File: src/rtl/mem_access_seq_if.sv
// Request/response and byte-wide memory bus for the load/store sequencer.
// The sequencer sits on the slave side; the core and memory model on the master side.
interface mem_access_seq_if #(
    parameter int ADDR_W = 8
);
    logic              ReqValid;
    logic              ReqReady;
    logic              ReqWrite;
    logic              ReqWord;
    logic              ReqSext;
    logic [ADDR_W-1:0] ReqAddr;
    logic [15:0]       ReqWData;
    logic              RespValid;
    logic              RespReady;
    logic [15:0]       RespData;
    logic              RespErr;
    logic              MemWrite;
    logic              MemRead;
    logic              Byte;
    logic [ADDR_W-1:0] DataAddress;
    logic [15:0]       DataIn;
    logic [15:0]       DataOut;

    modport slave (
        input  ReqValid, ReqWrite, ReqWord, ReqSext,
        input  ReqAddr, ReqWData, RespReady, DataOut,
        output ReqReady, RespValid, RespData, RespErr,
        output MemWrite, MemRead, Byte, DataAddress, DataIn
    );

    modport master (
        output ReqValid, ReqWrite, ReqWord, ReqSext,
        output ReqAddr, ReqWData, RespReady, DataOut,
        input  ReqReady, RespValid, RespData, RespErr,
        input  MemWrite, MemRead, Byte, DataAddress, DataIn
    );
endinterface

File: src/rtl/mem_access_seq.sv
// Load/store sequencer: splits 8/16-bit requests into byte memory cycles,
// high byte at A then low byte at A+1, and returns a merged 16-bit result.
module mem_access_seq #(
    parameter int ADDR_W  = 8,
    parameter bit WRAP_EN = 1'b1
) (
    input logic             Clk,
    input logic             Reset,
    mem_access_seq_if.slave bus
);
    typedef enum logic [1:0] {
        IDLE = 2'd0,
        HI   = 2'd1,
        LO   = 2'd2,
        RESP = 2'd3
    } state_t;

    state_t            state_q, state_d;
    logic              write_q, write_d;
    logic              word_q, word_d;
    logic              sext_q, sext_d;
    logic [ADDR_W-1:0] addr_q, addr_d;
    logic [15:0]       wdata_q, wdata_d;
    logic [7:0]        hold_q, hold_d;
    logic [15:0]       resp_q, resp_d;
    logic              err_q, err_d;

    logic              accept;
    logic              req_err;
    logic [ADDR_W-1:0] addr_lo;

    assign accept  = bus.ReqValid && bus.ReqReady;
    // A word at the top address has no A+1 unless wrapping is allowed.
    assign req_err = bus.ReqWord && !WRAP_EN && (&bus.ReqAddr);
    assign addr_lo = word_q ? addr_q + ADDR_W'(1) : addr_q;

    // State register; reset aborts any access in flight.
    always_ff @(posedge Clk or negedge Reset) begin
        if (!Reset) state_q <= IDLE;
        else        state_q <= state_d;
    end

    // Next-state: one outstanding request, walked through HI/LO to RESP.
    always_comb begin
        state_d = state_q;
        unique case (state_q)
            IDLE: begin
                if (accept) begin
                    if (req_err)          state_d = RESP;
                    else if (bus.ReqWord) state_d = HI;
                    else                  state_d = LO;
                end
            end
            HI:      state_d = LO;
            LO:      state_d = RESP;
            RESP:    if (bus.RespReady) state_d = IDLE;
            default: state_d = IDLE;
        endcase
    end

    // Outputs: memory bus driven only in HI/LO, one strobe per cycle.
    always_comb begin
        bus.ReqReady    = 1'b0;
        bus.RespValid   = 1'b0;
        bus.RespData    = resp_q;
        bus.RespErr     = err_q;
        bus.MemWrite    = 1'b0;
        bus.MemRead     = 1'b0;
        bus.Byte        = 1'b0;
        bus.DataAddress = '0;
        bus.DataIn      = 16'h0000;
        unique case (state_q)
            IDLE: bus.ReqReady = Reset;
            HI: begin
                bus.MemWrite    = write_q;
                bus.MemRead     = !write_q;
                bus.Byte        = 1'b1;
                bus.DataAddress = addr_q;
                bus.DataIn      = write_q ? wdata_q : 16'h0000;
            end
            LO: begin
                bus.MemWrite    = write_q;
                bus.MemRead     = !write_q;
                bus.DataAddress = addr_lo;
                bus.DataIn      = write_q ? wdata_q : {hold_q, 8'h00};
            end
            RESP:    bus.RespValid = 1'b1;
            default: bus.ReqReady  = 1'b0;
        endcase
    end

    // Datapath next-state: latch request, capture high byte, build result.
    always_comb begin
        write_d = write_q;
        word_d  = word_q;
        sext_d  = sext_q;
        addr_d  = addr_q;
        wdata_d = wdata_q;
        hold_d  = hold_q;
        resp_d  = resp_q;
        err_d   = err_q;
        if (accept) begin
            write_d = bus.ReqWrite;
            word_d  = bus.ReqWord;
            sext_d  = bus.ReqSext;
            addr_d  = bus.ReqAddr;
            wdata_d = bus.ReqWData;
            err_d   = req_err;
            resp_d  = 16'h0000;
        end
        if (state_q == HI && !write_q) begin
            hold_d = bus.DataOut[15:8];
        end
        if (state_q == LO && !write_q) begin
            if (word_q) resp_d = bus.DataOut;
            else        resp_d = {{8{sext_q & bus.DataOut[7]}},
                                  bus.DataOut[7:0]};
        end
    end

    // Datapath registers.
    always_ff @(posedge Clk or negedge Reset) begin
        if (!Reset) begin
            write_q <= 1'b0;
            word_q  <= 1'b0;
            sext_q  <= 1'b0;
            addr_q  <= '0;
            wdata_q <= 16'h0000;
            hold_q  <= 8'h00;
            resp_q  <= 16'h0000;
            err_q   <= 1'b0;
        end else begin
            write_q <= write_d;
            word_q  <= word_d;
            sext_q  <= sext_d;
            addr_q  <= addr_d;
            wdata_q <= wdata_d;
            hold_q  <= hold_d;
            resp_q  <= resp_d;
            err_q   <= err_d;
        end
    end
endmodule

File: src/flat_wrapper.sv
// flat-port wrapper written by rule: the top's interface ports become plain ports
module mem_access_seq_flat 
#(
    parameter int ADDR_W  = 8,
    parameter bit WRAP_EN = 1'b1
)
  (Clk, Reset, bus_ReqValid, bus_ReqWrite, bus_ReqWord, bus_ReqSext, bus_ReqAddr, bus_ReqWData, bus_RespReady, bus_DataOut, bus_ReqReady, bus_RespValid, bus_RespData, bus_RespErr, bus_MemWrite, bus_MemRead, bus_Byte, bus_DataAddress, bus_DataIn);
  mem_access_seq_if #(.ADDR_W(ADDR_W)) bus_i ();
  input logic Clk;
  input logic Reset;
  input wire logic [$bits(bus_i.ReqValid)-1:0] bus_ReqValid;
  input wire logic [$bits(bus_i.ReqWrite)-1:0] bus_ReqWrite;
  input wire logic [$bits(bus_i.ReqWord)-1:0] bus_ReqWord;
  input wire logic [$bits(bus_i.ReqSext)-1:0] bus_ReqSext;
  input wire logic [$bits(bus_i.ReqAddr)-1:0] bus_ReqAddr;
  input wire logic [$bits(bus_i.ReqWData)-1:0] bus_ReqWData;
  input wire logic [$bits(bus_i.RespReady)-1:0] bus_RespReady;
  input wire logic [$bits(bus_i.DataOut)-1:0] bus_DataOut;
  output wire logic [$bits(bus_i.ReqReady)-1:0] bus_ReqReady;
  output wire logic [$bits(bus_i.RespValid)-1:0] bus_RespValid;
  output wire logic [$bits(bus_i.RespData)-1:0] bus_RespData;
  output wire logic [$bits(bus_i.RespErr)-1:0] bus_RespErr;
  output wire logic [$bits(bus_i.MemWrite)-1:0] bus_MemWrite;
  output wire logic [$bits(bus_i.MemRead)-1:0] bus_MemRead;
  output wire logic [$bits(bus_i.Byte)-1:0] bus_Byte;
  output wire logic [$bits(bus_i.DataAddress)-1:0] bus_DataAddress;
  output wire logic [$bits(bus_i.DataIn)-1:0] bus_DataIn;
  assign bus_i.ReqValid = bus_ReqValid;
  assign bus_i.ReqWrite = bus_ReqWrite;
  assign bus_i.ReqWord = bus_ReqWord;
  assign bus_i.ReqSext = bus_ReqSext;
  assign bus_i.ReqAddr = bus_ReqAddr;
  assign bus_i.ReqWData = bus_ReqWData;
  assign bus_i.RespReady = bus_RespReady;
  assign bus_i.DataOut = bus_DataOut;
  assign bus_ReqReady = bus_i.ReqReady;
  assign bus_RespValid = bus_i.RespValid;
  assign bus_RespData = bus_i.RespData;
  assign bus_RespErr = bus_i.RespErr;
  assign bus_MemWrite = bus_i.MemWrite;
  assign bus_MemRead = bus_i.MemRead;
  assign bus_Byte = bus_i.Byte;
  assign bus_DataAddress = bus_i.DataAddress;
  assign bus_DataIn = bus_i.DataIn;
  mem_access_seq #(.ADDR_W(ADDR_W), .WRAP_EN(WRAP_EN)) u_core (.Clk(Clk), .Reset(Reset), .bus(bus_i));
endmodule
File: config.mk
export PLATFORM = sky130hd
export DESIGN_NAME = mem_access_seq_flat
export DESIGN_NICKNAME = d
export VERILOG_FILES = /design/src/rtl/mem_access_seq_if.sv /design/src/rtl/mem_access_seq.sv /design/src/flat_wrapper.sv
export SDC_FILE = /design/constraint.sdc
export NUM_CORES = 1
export LEC_CHECK = 0
export CORE_UTILIZATION = 39
export DETAILED_ROUTE_END_ITERATION = 10
export PLACE_DENSITY = 0.71
export SETUP_SLACK_MARGIN = 0.4
export SYNTH_ARGS = -nofsm -noshare
export SYNTH_HDL_FRONTEND = slang
export SYNTH_SLANG_ARGS = --single-unit
File: constraint.sdc
create_clock -name Clk -period 3.9 [get_ports Clk]
set_input_delay 0.585 -clock Clk [delete_from_list [all_inputs] [get_ports Clk]]
set_output_delay 0.585 -clock Clk [all_outputs]
set_load 0.005 [all_outputs]
### Word-level counts from Yosys, hierarchy flattened

Index checks and enable logic that the tools add are counted.

| operators by class | value |
|---|---|
| add/subtract/negate cells | 1 |
| equal/unequal tests | 5 |
| mux-type cells | 17 |
| bitwise operators | 1 |
| reduce and logical (&&, ||, !) cells | 8 |

Operators with widths:

| cell | count |
|---|---|
| 16-bit 2-to-1 mux | 5 |
| 16-bit one-hot mux with 2 select lines | 1 |
| 8-bit one-hot mux with 2 select lines | 1 |
| 8-bit by 1-bit adder with 8-bit output, second input constant | 1 |
| 8-bit 2-to-1 mux | 1 |
| 2-bit one-hot mux with 4 select lines | 1 |
| 2-bit 2-to-1 mux | 3 |
| 1-bit 2-to-1 mux | 5 |
| 2-bit == test, second input constant | 2 |
| 1-bit logical AND | 3 |
| 2-bit by 1-bit == test with 1-bit output, second input constant | 1 |
| 2-bit logical NOT | 1 |
| 2-bit by 1-bit != test with 1-bit output, second input constant | 1 |
| 2-bit != test, second input constant | 1 |
| 2-bit AND reduction | 1 |
| 2-bit nonzero test | 1 |
| 2-bit OR reduction | 1 |
| 1-bit bitwise AND | 1 |
| 1-bit logical NOT | 1 |

| word-level totals | value |
|---|---|
| register bits | 53 |
| input bits | 47 |
| output and inout bits | 46 |

### Longest topological paths before layout

Gate-level depths: netlist of the first run.

| logic depth | value |
|---|---|
| depth after elaboration | 5 |
| gate-level depth with buffers | 8 |

### Worst setup path after synthesis of the first run

OpenSTA, ideal clock, no wires.

| path | value |
|---|---|
| kind | reg2out |
| start point | register u_core.state_q[1] |
| end point | output port bus_DataIn[12] |
| arrival time | 1.611 ns |
| required time | 3.315 ns |
| path slack | 1.704 ns |
| stages on the path, launching flop included | 8 |
| buffers on the path | 3 |
| cell sequence | dfrtp_1 > inv_1 > ha_1 > buf_2 > or2_2 > buf_2 > buf_2 > a32o_1 |

| between the ends | value |
|---|---|
| longest elaborated chain between the ends | 2 |
| elaborated cells on any way between the ends | 3 |
| classes of those cells | 2 x eq/ne; 1 x mux |

RTL lines:

| what | line | source |
|---|---|---|
| start: declaration | mem_access_seq.sv:18 | `state_t state_q, state_d;` |
| start signal: assignment | mem_access_seq.sv:40 | `else state_q <= state_d;` |
| 2-bit == test / 2-bit by 1-bit == test with 1-bit output (equally long branches) | mem_access_seq.sv:72 | `unique case (state_q)` |
| 16-bit one-hot mux with 2 select lines * | mem_access_seq.sv:72 |  |
| end: declaration | flat_wrapper.sv:27 | `output wire logic [$bits(bus_i.DataIn)-1:0] bus_DataIn;` |

Every way passes the cells marked *; elsewhere a longest branch is shown, timed or not.

### Worst setup path in the final report of the first run

| path | value |
|---|---|
| start point | register u_core.state_q[0] |
| end point | output port bus_DataAddress[6] |

| between the ends | value |
|---|---|
| longest elaborated chain between the ends | 2 |
| elaborated cells on any way between the ends | 3 |
| classes of those cells | 2 x eq/ne; 1 x mux |

RTL lines:

| what | line | source |
|---|---|---|
| 2-bit == test / 2-bit by 1-bit == test with 1-bit output (equally long branches) | mem_access_seq.sv:72 |  |
| 8-bit one-hot mux with 2 select lines * | mem_access_seq.sv:72 |  |
| end: declaration | flat_wrapper.sv:26 | `output wire logic [$bits(bus_i.DataAddress)-1:0] bus_DataAddress;` |

Marks and branches as above.

==> out/qor.txt, run 1 <==
FILL cells: 565
HP Class: input port to async pin
Failing checks: DRC
# Max-Cap Violations: 0
Worst Path Max Fanout: 14
Gr usage total: 18.00%
Hpwl dp: 4414 µm
Main area contributors after synthesis: dfrtp_1 (50%), mux2_2 (15%), nand2_1 (3.1%)
EDFF count, synth: 0
First-pass GRT wire length: 10210 µm
Lkg Pwr: 1.553 nW
Worst vdd ir: 385.2 µV
Worst-Margin Slew: 0.8303 ns
DRC Markers: 5
Post-synth top area share: 50.02%
Top FF cell, synth: dfrtp_1
Core area: 6459 µm²
Endpoints failing setup: 0
Post-Route WL: 6189 µm
Pwr/cell area: 762.9 nW/µm²
Unrepaired setup endpoints after global routing: false
Yosys reg bits: 53
Initial detailed-routing violation count: 167
TritonRoute pass-1 iters: 9
Hold_buf cts: 0
Clk buf depth: 2
Antenna Cells: 0
Skew final: 0.01114 ns
Layout net count: 371
Total grt overflow: 0
CP Launch Type: register
Arrival time of the worst setup path: 2.52 ns
# Post-CTS Setup Buffers: 0
Area occupied by multi-input gates: 1227 µm²
IO Pins: 93
Reg clk slew, reported paths: 0.10 ns
Hold Slack: 0.4617 ns
Cell count after synthesis: 238
Yosys Warn Count: 0
Final period util: 79.70%
Sequential standard cell area: 1326 µm²
Die area: 7132 µm²
Vias: 2078
Design Power: 2.819 mW
Final Hold Fails: 0
Syn_nets: 291
Ys async rst share: 100.0%
Max_slew headroom: 44.59%
Status: finished, violations left
Max Clk Rate: 321.7 MHz
Gpl congestion: 0.7858
Vias in the first global route: 2116
Syn_area_per_cell: 11.14 µm²
Clk sink count: 53
ANT nets after route: 0
Layout cells sized above 1: 16.93%
Number of port buffers: 91
Die Ht: 84.45 µm
Total CTS buffers: 5
Die Span X: 84.45 µm
# resized after CTS: 0
Vias per cell: 5.247
Setup TNS: 0 ns
Clk_lat worst skew: 0.30 ns
CTS tree: done
Avg WL per Cell: 15.63 µm
CP endpoint kind: output pin
Largest area contributor in the netlist: dfrtp_1
Yosys cell types: 34
Post-synthesis sequential area ratio: 50.02%
Synthesized area: 2651 µm²
Root Buffer: clkbuf_8
CTS H-tree lvls: 2
Area Growth Syn to Fin: 39.36%
Antenna violations before repair: 0
Period minus WS final: 3.108 ns
Starting Density: 41.05%
Crit Path Category: register to output pin
Pins Over Slew Limit: 0
Largest net degree at the start of global routing: 55
Required time worst endpoint: 3.31 ns
Number of core rows: 29
[layout by cell type (no fill, tap or decap), types with 3 or more instances in the layout]
cell type,Yosys,layout
nand2b_1,8,8
a32oi_1,7,7
nand4_1,3,3
nand2_1,22,22
dfrtp_1,53,53
mux2_2,36,36
nor2b_1,4,3
a22o_1,8,8
and2_1,3,3
nor2_1,10,10
a21oi_1,4,4
and3_1,8,8
mux2i_1,3,3
ha_1,6,6
clkdlybuf4s50_1,0,90
nand3_1,12,11
o21ai_0,11,11
clkbuf_8,0,5
inv_1,3,3
[sequential cells by signal, indices dropped and copies added (netlist names)]
| name | count |
|---|---|
| u_core.addr_q | 8 |
| u_core.bus.RespData | 16 |
| u_core.hold_q | 8 |
| u_core.sext_q | 1 |
| u_core.state_q | 2 |
| u_core.wdata_q | 16 |
| u_core.word_q | 1 |
| u_core.write_q | 1 |
[through the flow]
step / instances / setup WS, ns / util [%] / cell area (µm²)
after detailed placement: 388 / 1.105 / 55.46 / 3582
after global routing: 396 / 0.5388 / 57.21 / 3695
after global placement: 388 / 1.197 / 55.46 / 3582
after CTS: 396 / 0.7620 / 57.21 / 3695
after floorplan: 238 / 1.704 / - / 2651
final: 396 / 0.7917 / 57.21 / 3695
[per-layer routing]
layer  part of all wire [%]  wire length [µm]  track usage [%]  vias to the layer above
met5                      0                 0                0                        -
met4                   0.31                19            3.236                        0
met3                    9.1               564            6.490                        2
met2                     46              2816            29.06                       73
met1                     45              2789            23.73                      997
li1                       -                 -                -                     1006
[logic make-up (layout without fill, tap and decap cells)]
logic type                 count (synthesis)  count (layout)  synth area share [%]
DFF                                       53              53                 50.02
xor gates and xnor gates                   2               2                0.6608
and+or+nand+nor                           77              77                 15.67
buffers and inverters                     23             104                 3.964
adders and majority gates                  6               6                 2.831
AOI/OAI and AO/OA                         37              37                 10.29
other                                      1               1                0.1414
muxes                                     39              39                 16.42
[power by group]
part / internal (mW) / switching (mW) / total, mW
registers: 0.817 / 0.237 / 1.05
clock network: 0.193 / 0.178 / 0.371
logic: 0.800 / 0.595 / 1.39
total: 1.81 / 1.01 / 2.82
[worst max-delay path: stages, from the launching register on]
cell	delay, ns
dfrtp_1	0.41
inv_1	0.13
ha_1	0.45
nand2_1	0.17
or4_1	0.48
nand3_1	0.10
clkdlybuf4s50_1	0.50
[cells in the mapped netlist, types with 4 or more instances]
library cell and n:
ha_1 6, mux2_2 36, nand2_1 22, nor2b_1 4, a22o_1 8, nor2_1 10
clkbuf_1 7, buf_2 11, nand2b_1 8, dfrtp_1 53, and3_1 8, a32oi_1 7
o21ai_0 11, nand3_1 12, a21oi_1 4
[layout make-up]
class	instances	area share, %
flip-flops and latches	53	35.90
multi-input cells	162	33.22
repair buffers	93	24.92
well taps	77	2.608
clock buffers	5	1.863
clock inverters	3	1.185
inverters	3	0.3048
[final timing paths]
kind	start	endpoint	slack [ns]	depth (start not counted)
max in group asynchronous	Reset	u_core.addr_q[5]	2.98	2
setup reg to reg	u_core.state_q[0]	u_core.bus.RespData[11]	1.64	6
hold reg to reg	u_core.wdata_q[7]	u_core.wdata_q[7]	0.51	1
hold / removal	Reset	u_core.hold_q[3]	0.46	2
setup / recovery	u_core.state_q[0]	bus_DataAddress[6]	0.79	6
min in group Clk	u_core.wdata_q[7]	u_core.wdata_q[7]	0.51	1
Power figures use the tool's default switching activity.
==> inputs of run 2 (changes only) <==
--- a/config.mk
+++ b/config.mk
@@ -7,7 +7,7 @@
 export LEC_CHECK = 0
 export CORE_UTILIZATION = 39
 export DETAILED_ROUTE_END_ITERATION = 10
-export PLACE_DENSITY = 0.71
+export PLACE_DENSITY = 0.74
 export SETUP_SLACK_MARGIN = 0.4
 export SYNTH_ARGS = -nofsm -noshare
 export SYNTH_HDL_FRONTEND = slang
==> constraint.sdc (replaced) <==
create_clock -name Clk -period 2.8 [get_ports Clk]
set_input_delay 0.42 -clock Clk [delete_from_list [all_inputs] [get_ports Clk]]
set_output_delay 0.42 -clock Clk [all_outputs]
set_load 0.005 [all_outputs]
==> run 2 against run 1 <==
  * The flow still finishes with violations (DRC)
  * Final area rose by 6.2%
  * Non-clock buffer count rose by 21
  * Sequential power rose by 38%
  * Sequential share of layout area fell by 2.0 points
  * Critical path depth fell by 1
  * Worst hold slack got worse by 0.45 ns
  * Critical endpoint is now bus_DataIn[12]
  * Highest routed layer unchanged
==> out/qor.txt, run 2 (synthesized netlist as in run 1, its figures left out) <==
Crit Path Category: register to output pin
Root Buffer: clkbuf_8
Starting Density: 41.05% (unchanged)
Unrepaired setup endpoints after global routing: true
Lkg Pwr: 1.740 nW (+12%)
Pins Over Slew Limit: 0 (unchanged)
Period minus WS final: 2.452 ns
Worst vdd ir: 535.8 µV (+39%)
Design Power: 4.380 mW (+55%)
Layout cells sized above 1: 26.39% (+9.5 points)
Endpoints failing setup: 0 (unchanged)
Clk_lat worst skew: 0.31 ns (about the same)
Final period util: 87.58%
Largest net degree at the start of global routing: 43 (-22%)
Die Ht: 84.45 µm (unchanged)
Crit path largest cell delay: 0.46 ns (-0.04 ns)
Skew final: 0.005297 ns (-0.005844 ns)
Post-Route WL: 6621 µm (+7.0%)
Hold_buf cts: 0 (unchanged)
Cell depth of the worst setup path: 5 (-1)
Critical path launch point: u_core.state_q[0]
Layout Cells excl Fill: 418 (+5.6%)
Antenna Cells: 0 (unchanged)
DRC Markers: 6 (+1)
Worst-Margin Slew: 0.6924 ns (-0.1378 ns)
Max_slew headroom: 53.84% (+9.3 points)
Failing checks: DRC
Layout net count: 393 (+5.9%)
Die Span X: 84.45 µm (unchanged)
Worst path top cell family by delay: buffers and inverters
Total grt overflow: 0 (unchanged)
IO Pins: 93 (unchanged)
Die area: 7132 µm² (unchanged)
Hold Slack: 0.01062 ns (-0.4510 ns)
CP endpoint kind: output pin
# Max-Cap Violations: 0 (unchanged)
Slowest cell on the critical path: clkdlybuf4s50_1
Placed insts: 393 (+1.3%)
Clk buf depth: 2 (unchanged)
Required time worst endpoint: 2.38 ns (-0.93 ns)
Final Cell Area: 3924 µm² (+6.2%)
Worst-case reg-to-reg path depth: 7 (+1)
CTS tree: done
Buf/Inv on CP: 2 (unchanged)
Hpwl dp: 4622 µm (+4.7%)
Antenna violations before repair: 0 (unchanged)
Status: finished, violations left
Gpl congestion: 0.7356 (-6.4%)
Vias in the first global route: 2195 (+3.7%)
Highest-count cells in the layout ignoring fill and taps: clkdlybuf4s50_1 (75), dfrtp_1 (50), mux2_2 (36)
Avg WL per Cell: 15.84 µm (+1.3%)
Pwr/cell area: 1116 nW/µm² (+46%)
Reg clk slew, reported paths: 0.10 ns (about the same)
Final Hold Fails: 0 (unchanged)
DP Area: 3632 µm² (+1.4%)
RR Startpoint: u_core.state_q[0]
Arrival time of the worst setup path: 2.03 ns (-0.49 ns)
TritonRoute pass-1 iters: 9 (unchanged)
Core area: 6459 µm² (unchanged)
Vias: 2180 (+4.9%)
Commonest non-fill, non-tap cell in the layout: clkdlybuf4s50_1
Number of core rows: 29 (unchanged)
CTS H-tree lvls: 2 (unchanged)
CP Launch Type: register
Total CTS buffers: 5 (unchanged)
DP Worst Slack: 0.2114 ns (-0.8938 ns)
Finished Core Util: 60.75% (+3.5 points)
Clk sink count: 53 (unchanged)
Number of port buffers: 91 (unchanged)
CP Cell Sequence: buf_4 -> ha_2 -> or2_4 -> a32o_1 -> clkdlybuf4s50_1
HP Class: input port to async pin
Max Clk Rate: 407.8 MHz
Gr usage total: 19.05% (+1.0 points)
Worst Path Max Fanout: 3 (-11)
ANT nets after route: 0 (unchanged)
Initial detailed-routing violation count: 62 (-63%)
Setup ws final: 0.3478 ns (-0.4438 ns)
First-pass GRT wire length: 10700 µm (+4.9%)
Vias per cell: 5.215 (-0.61%)
Area Growth Syn to Fin: 47.99%
Setup TNS: 0 ns (unchanged)
-- run 2: layout make-up --
cell class	count	area [µm²]
Inverter	3	15.01
Tap cell	77	96.34
Timing Repair Buffer	114	1090
Sequential cell	53	1330
Multi-Input combinational cell	163	1281
Clock inverter	2	38.79
Clock buffer	6	72.57
Fill cell	557	2535
-- run 2: final timing paths --
path,end,slack [ns]
worst max register to register,u_core.bus.RespData[12],0.70
worst max-delay path,bus_DataIn[12],0.35
max in group asynchronous,u_core.addr_q[2],1.92
min in group Clk,u_core.wdata_q[1],0.50
worst min-delay path,u_core.wdata_q[5],0.01
worst min register to register,u_core.wdata_q[1],0.50
-- run 2: where the power goes --
group	total [mW]	switching (mW)	leakage [nW]	internal (mW)
clock network	0.525	0.256	0.0554	0.269
registers	1.45	0.301	0.642	1.14
logic	2.41	0.998	1.04	1.41
total	4.38	1.56	1.74	2.82
-- run 2: routing by layer --
layer  vias up  GRT usage [%]  wire length, µm
li1       1044              -                -
met1      1062          25.05             2937
met2        68          31.89             3270
met3         6          3.933              366
met4         0          5.701               46
met5         -              0                0
-- run 2: worst reg2reg max path, stage by stage, from the launching register on --
cell and delay, ns:
dfrtp_1 0.40, inv_2 0.11, ha_4 0.20, nor2b_4 0.26, buf_4 0.16, buf_4 0.18
nor2b_1 0.51, a22o_1 0.22
-- run 2: timing repair --
| item | in CTS | in global routing |
|---|---|---|
| setup endpoints to repair | 26 | 20 |
| setup buffers | 11 | 5 |
| pin swaps | 4 | 5 |
| resized for setup | 29 | 11 |
| endpoints found under the hold margin | 0 | 0 |
| cloned | 1 | 0 |
==> inputs of run 3 (changes only) <==
--- a/config.mk
+++ b/config.mk
@@ -5,9 +5,9 @@
 export SDC_FILE = /design/constraint.sdc
 export NUM_CORES = 1
 export LEC_CHECK = 0
-export CORE_UTILIZATION = 39
+export CORE_UTILIZATION = 41
 export DETAILED_ROUTE_END_ITERATION = 10
-export PLACE_DENSITY = 0.74
+export PLACE_DENSITY = 0.77
 export SETUP_SLACK_MARGIN = 0.4
 export SYNTH_ARGS = -nofsm -noshare
 export SYNTH_HDL_FRONTEND = slang
==> run 3 against run 2 <==
  * The run now ends clean
  * Critical path type unchanged
  * Clock-buffer cell count unchanged
  * Critical path depth unchanged
  * Sequential share of layout area increased by 0.076 points
  * Final area decreased by 0.22%
  * Total power decreased by 1.9%
  * First-iteration DRC count increased by 32%
  * Largest cell class unchanged
  * Worst hold slack improved by 0.030 ns
  * Clock power decreased by 14%
==> out/qor.txt, run 3 (synthesized netlist as in run 1, its figures left out) <==
Status: complete, no violations
CP Launch Type: register
HP Class: input port to async pin
CTS H-tree lvls: 2 (unchanged)
Total CTS buffers: 5 (unchanged)
Pins Over Slew Limit: 0 (unchanged)
Slowest cell on the critical path: clkdlybuf4s50_1
Die Ht: 82.42 µm (-2.4%)
Number of port buffers: 91 (unchanged)
Layout net count: 392 (-0.25%)
Period minus WS final: 2.386 ns (-0.06659 ns)
Worst vdd ir: 643.0 µV (+20%)
CTS tree: done
Placed insts: 391 (-0.51%)
Reg clk slew, reported paths: 0.09 ns (about the same)
Max Clk Rate: 419.2 MHz (+2.8%)
Largest net degree at the start of global routing: 39 (-9.3%)
Final Hold Fails: 0 (unchanged)
DP Worst Slack: 0.1905 ns (-0.02092 ns)
Vias in the first global route: 2227 (+1.5%)
Required time worst endpoint: 2.38 ns (about the same)
Vias per cell: 5.318 (+2.0%)
Met2 Wirelength: 3403 µm (+4.1%)
Commonest non-fill, non-tap cell in the layout: clkdlybuf4s50_1
DR WL met3: 416 µm (+14%)
Lkg Pwr: 1.739 nW (about the same)
Layout Cells excl Fill: 415 (-0.72%)
Unrepaired setup endpoints after global routing: true
Hpwl dp: 4636 µm (+0.30%)
Setup TNS: 0 ns (unchanged)
Setup ws final: 0.4144 ns (+0.06659 ns)
Worst-Margin Slew: 0.7351 ns (+0.04266 ns)
Finished Core Util: 64.60% (+3.8 points)
ANT nets after route: 0 (unchanged)
Highest-count cells in the layout ignoring fill and taps: clkdlybuf4s50_1 (73), dfrtp_1 (50), mux2_2 (36)
Avg WL per Cell: 16.44 µm (+3.8%)
Gpl congestion: 0.7531 (+2.4%)
Die Span X: 82.42 µm (-2.4%)
Starting Density: 43.74% (+2.7 points)
First-pass GRT wire length: 10630 µm (-0.64%)
Final period util: 85.20% (-2.4 points)
Clk_lat worst skew: 0.30 ns (about the same)
IO Pins: 93 (unchanged)
Post-Route WL: 6822 µm (+3.0%)
Design Power: 4.298 mW (-1.9%)
# Max-Cap Violations: 0 (unchanged)
Top routing layer in use: met4
Antenna Cells: 0 (unchanged)
Skew final: 0.004482 ns (-0.0008155 ns)
Max_slew headroom: 50.89% (-2.9 points)
Crit Path Category: register to output pin
DRC Markers: 0 (-6)
Area Growth Syn to Fin: 47.66%
Hold_buf cts: 0 (unchanged)
CP endpoint kind: output pin
TritonRoute pass-1 iters: 4 (-5)
Arrival time of the worst setup path: 1.97 ns (-0.06 ns)
Antenna violations before repair: 0 (unchanged)
Clk sink count: 53 (unchanged)
M1 WL: 2893 µm (-1.5%)
Number of core rows: 28 (-3.4%)
Initial detailed-routing violation count: 82 (+32%)
Worst Path Max Fanout: 5 (+2)
Clk buf depth: 2 (unchanged)
Endpoints failing setup: 0 (unchanged)
Total grt overflow: 0 (unchanged)
Root Buffer: clkbuf_8
Die area: 6792 µm² (-4.8%)
Pwr/cell area: 1098 nW/µm² (-1.7%)
CP Cell Sequence: inv_2 -> ha_4 -> and2_4 -> and3_1 -> clkdlybuf4s50_1
Vias: 2207 (+1.2%)
Layout cells sized above 1: 27.06% (+0.67 points)
Core area: 6061 µm² (-6.2%)
Crit path largest cell delay: 0.51 ns (+0.05 ns)
Gr usage total: 21.17% (+2.1 points)
## run 3: cell count changes in the layout (fill, tap and decap cells not counted), sizes merged, moves of 2 or more
cell / before / now
clkdlybuf4s15: 1 / 4
clkdlybuf4s50: 75 / 73
buf: 24 / 22
dlygate4sd2: 10 / 7
## run 3: final cells by class
type / instances / area (µm²)
Fill cell: 498 / 2146
Multi-Input combinational cell: 164 / 1313
Inverter: 3 / 15.01
Clock inverter: 2 / 13.76
Sequential cell: 53 / 1330
Timing Repair Buffer: 112 / 1067
Clock buffer: 6 / 82.58
Tap cell: 75 / 93.84
## run 3: path summary, 6_finish.rpt
path | startpoint | end | slack, ns | depth (start not counted)
min in group Clk | u_core.wdata_q[1] | u_core.wdata_q[1] | 0.50 | 1
min reg2reg | u_core.wdata_q[1] | u_core.wdata_q[1] | 0.50 | 1
max in group asynchronous | Reset | u_core.write_q | 1.93 | 2
max reg2reg | u_core.state_q[1] | u_core.hold_q[0] | 0.77 | 5
max | u_core.state_q[1] | bus_DataIn[1] | 0.41 | 5
min | Reset | u_core.addr_q[7] | 0.04 | 1
## run 3: routing by layer
| metal | GRT usage [%] | up-vias |
|---|---|---|
| li1 | - | 1050 |
| met3 | 5.275 | 11 |
| met2 | 36.12 | 70 |
| met5 | 0 | - |
| met4 | 7.719 | 0 |
| met1 | 25.79 | 1076 |
## run 3: what timing repair did
item / CTS / global route
setup buffers: 10 / 4
gates resized for setup: 28 / 23
setup endpoints to repair: 26 / 19
pin swaps: 9 / 8
gates cloned: 1 / 1
## run 3: where the power goes
group | internal (mW) | leakage, nW | switching (mW)
logic | 1.37 | 1.05 | 1.02
clock network | 0.201 | 0.0512 | 0.251
registers | 1.14 | 0.642 | 0.307
total | 2.72 | 1.74 | 1.58
## run 3: critical path, delay by kind of cell (launching register included)
family,cells,cell delay (ns)
buffers and inverters,2,0.60
DFF,1,0.40
and+or+nand+nor,2,0.35
adders and majority gates,1,0.32
## run 3: metrics by stage
stage | hold slack (ns) | cell area (µm²)
floorplan | 0.1244 | 2651
global placement | 0.3722 | 3630
detailed placement | 0.3865 | 3630
CTS | 0.04615 | 3835
global route | 0.06360 | 3915
finish | 0.04015 | 3915
==> edit (flow settings as in run 2) <==
`ADDR_W` is set to 8 in 3 places; all go to 9.
--- a/src/rtl/mem_access_seq_if.sv
+++ b/src/rtl/mem_access_seq_if.sv
@@ -3,3 +3,3 @@
 interface mem_access_seq_if #(
-    parameter int ADDR_W = 8
+    parameter int ADDR_W = 9
 );
--- a/src/rtl/mem_access_seq.sv
+++ b/src/rtl/mem_access_seq.sv
@@ -3,3 +3,3 @@
 module mem_access_seq #(
-    parameter int ADDR_W  = 8,
+    parameter int ADDR_W  = 9,
     parameter bit WRAP_EN = 1'b1
--- a/src/flat_wrapper.sv
+++ b/src/flat_wrapper.sv
@@ -3,3 +3,3 @@
 #(
-    parameter int ADDR_W  = 8,
+    parameter int ADDR_W  = 9,
     parameter bit WRAP_EN = 1'b1
Ports: changed (resized bus_DataAddress and bus_ReqAddr); port bits go from 93 to 95. The function was not compared with the original's and may differ.
==> edit against run 2 <==
  * Final area up 4.7%
  * Via count up 5.0%
  * Non-clock buffer count up 6
  * First-iteration DRC count up 45%
  * Power up 5.7%
  * Worst setup slack better by 0.053 ns
  * Routed wire length up 7.4%
  * Sequential cell count up 1
  * Synthesized area up 3.2%
  * Sequential share of layout area down 0.94 points
  * Critical endpoint is now bus_DataIn[1]
  * Largest cell class is now multi-input combinational cells
  * Highest routed layer unchanged
==> edit: results (changes against run 2) <==
status - finished clean (was finished with violations)
Critical R2R Launch - u_core.state_q[0] (unchanged)
maximum vdd ir drop - 523 uV (was 536 uV)
peak per-stage delay on the critical path - 0.40 ns (was 0.46 ns)
top post-synthesis cells by area - dfrtp_1, mux2_2, nand2_1 (unchanged)
CP arrival - 1.98 ns (was 2.03 ns)
gpl congestion - 0.768 (was 0.736)
Yosys cell types - 34 (unchanged)
Placed Area - 3740 sq um (was 3630 sq um)
Tmin final - 2.40 ns (was 2.45 ns)
worst skew pair latency - 0.31 ns (about the same)
Global Route Usage Sum - 19.8% (was 19.0%)
highest-delay cell along the critical path - dfrtp_1 (was clkdlybuf4s50_1)
DR pass1 iterations - 4 (was 9)
post-synth net total - 298 (was 291)
initial antenna violation count - 0 (unchanged)
PortBufs - 93 (was 91)
CP Max Fanout - 8 (was 3)
Clk pin slew, worst setup/hold paths - 0.10 ns (about the same)
routed vias/inst - 5.09 (was 5.22)
1st-iter DRT viols - 90 (was 62)
P_leak - 1.89 nW (was 1.74 nW)
wire per inst - 15.8 microns (about the same)
Post-synth EDFFs - 0 (unchanged)
Top Family by Delay on Critical Path - buffers and inverters (unchanged)
worst-margin pin slew - 0.764 ns (was 0.692 ns)
Synth Warn # - 0 (unchanged)
hold_ws - 0.00988 ns (was 0.0106 ns)
register area share after synthesis - 49.4% (was 50.0%)
worst r2r dst - u_core.bus.RespData[15] (was u_core.bus.RespData[12])
Detailed Place HPWL - 4.86 mm (was 4.62 mm)
asr flop ratio synth - 100% (unchanged)
r2r worst-path depth - 8 (was 7)
share of cells above drive strength 1 - 28.0% (was 26.4%)
first-pass GRT wire length - 11.3 mm (was 10.7 mm)
# diodes - 0 (unchanged)
cell count after synthesis - 244 (was 238)
Final Hold Viols - 0 (unchanged)
H-tree levels - 2 (unchanged)
Worst Clk Skew - 0.00553 ns (was 0.00530 ns)
Non-Filler Instances - 450 (was 418)
r2r setup slk - 0.63 ns (was 0.70 ns)
dpl cells - 420 (was 393)
most frequent cells after synthesis - dfrtp_1, mux2_2, nand2_1 (unchanged)
largest net degree at the start of global routing - 30 (was 43)
Setup WS pre-CTS - 0.305 ns (was 0.211 ns)
Final setup viols - 0 (unchanged)
# nets final - 407 (was 393)
Num CTS Buffers - 5 (unchanged)
HP Class - input port to async pin (unchanged)
CTS Root Buffer Type - clkbuf_8 (unchanged)
vias in the first global route - 2354 (was 2195)
## edit: what timing repair did
item,CTS,global route
gates resized for setup,50,14
gates cloned,3,0
hold endpoints to repair,0,0
pin swaps,4,3
endpoints found under the setup margin,35,23
hold buffers,0,0
buffers inserted,12,7
## edit: power breakdown
part | total [mW] | switching [mW] | internal (mW)
combinational | 2.63 | 1.05 | 1.58
clock | 0.518 | 0.255 | 0.264
sequential | 1.48 | 0.316 | 1.16
total | 4.63 | 1.62 | 3.01
## edit: logic make-up after synthesis
logic type / Yosys count / share of synthesized area [%]
xor gates and xnor gates: 2 / 0.641
DFF: 54 / 49.4
and+or+nand+nor: 78 / 16.2
buffers and inverters: 23 / 3.93
adders and majority gates: 6 / 2.74
other: 1 / 0.137
muxes: 40 / 16.3
AOI/OAI and AO/OA: 40 / 10.6
## edit: final cells by class
type                            instances  area, sq um
Clock buffer                            5         68.8
Clock inverter                          3         40.0
Fill cell                             589         2690
Inverter                                3         11.3
Multi-Input combinational cell        169         1370
Sequential cell                        54         1350
Tap cell                               96          120
Timing Repair Buffer                  120         1150
## edit: routing by layer
metal	global-route usage (%)	part of all wire, %	vias up
met5	0	0	-
met4	5.15	1.3	0
met3	4.23	5.4	11
met2	34.3	50	82
met1	25.3	43	1109
li1	-	-	1088
## edit: worst max path at each step
| stage | endpoint | from | cells after the start |
|---|---|---|---|
| after CTS | bus_DataIn[9] | u_core.state_q[0] | 6 |
| final | bus_DataIn[1] | u_core.state_q[0] | 7 |
| after global placement | bus_DataIn[14] | u_core.state_q[1] | 6 |
| after global routing | bus_DataIn[8] | u_core.state_q[1] | 8 |
| after floorplan | bus_DataIn[10] | u_core.state_q[1] | 7 |
| after detailed placement | bus_DataAddress[4] | u_core.state_q[0] | 7 |
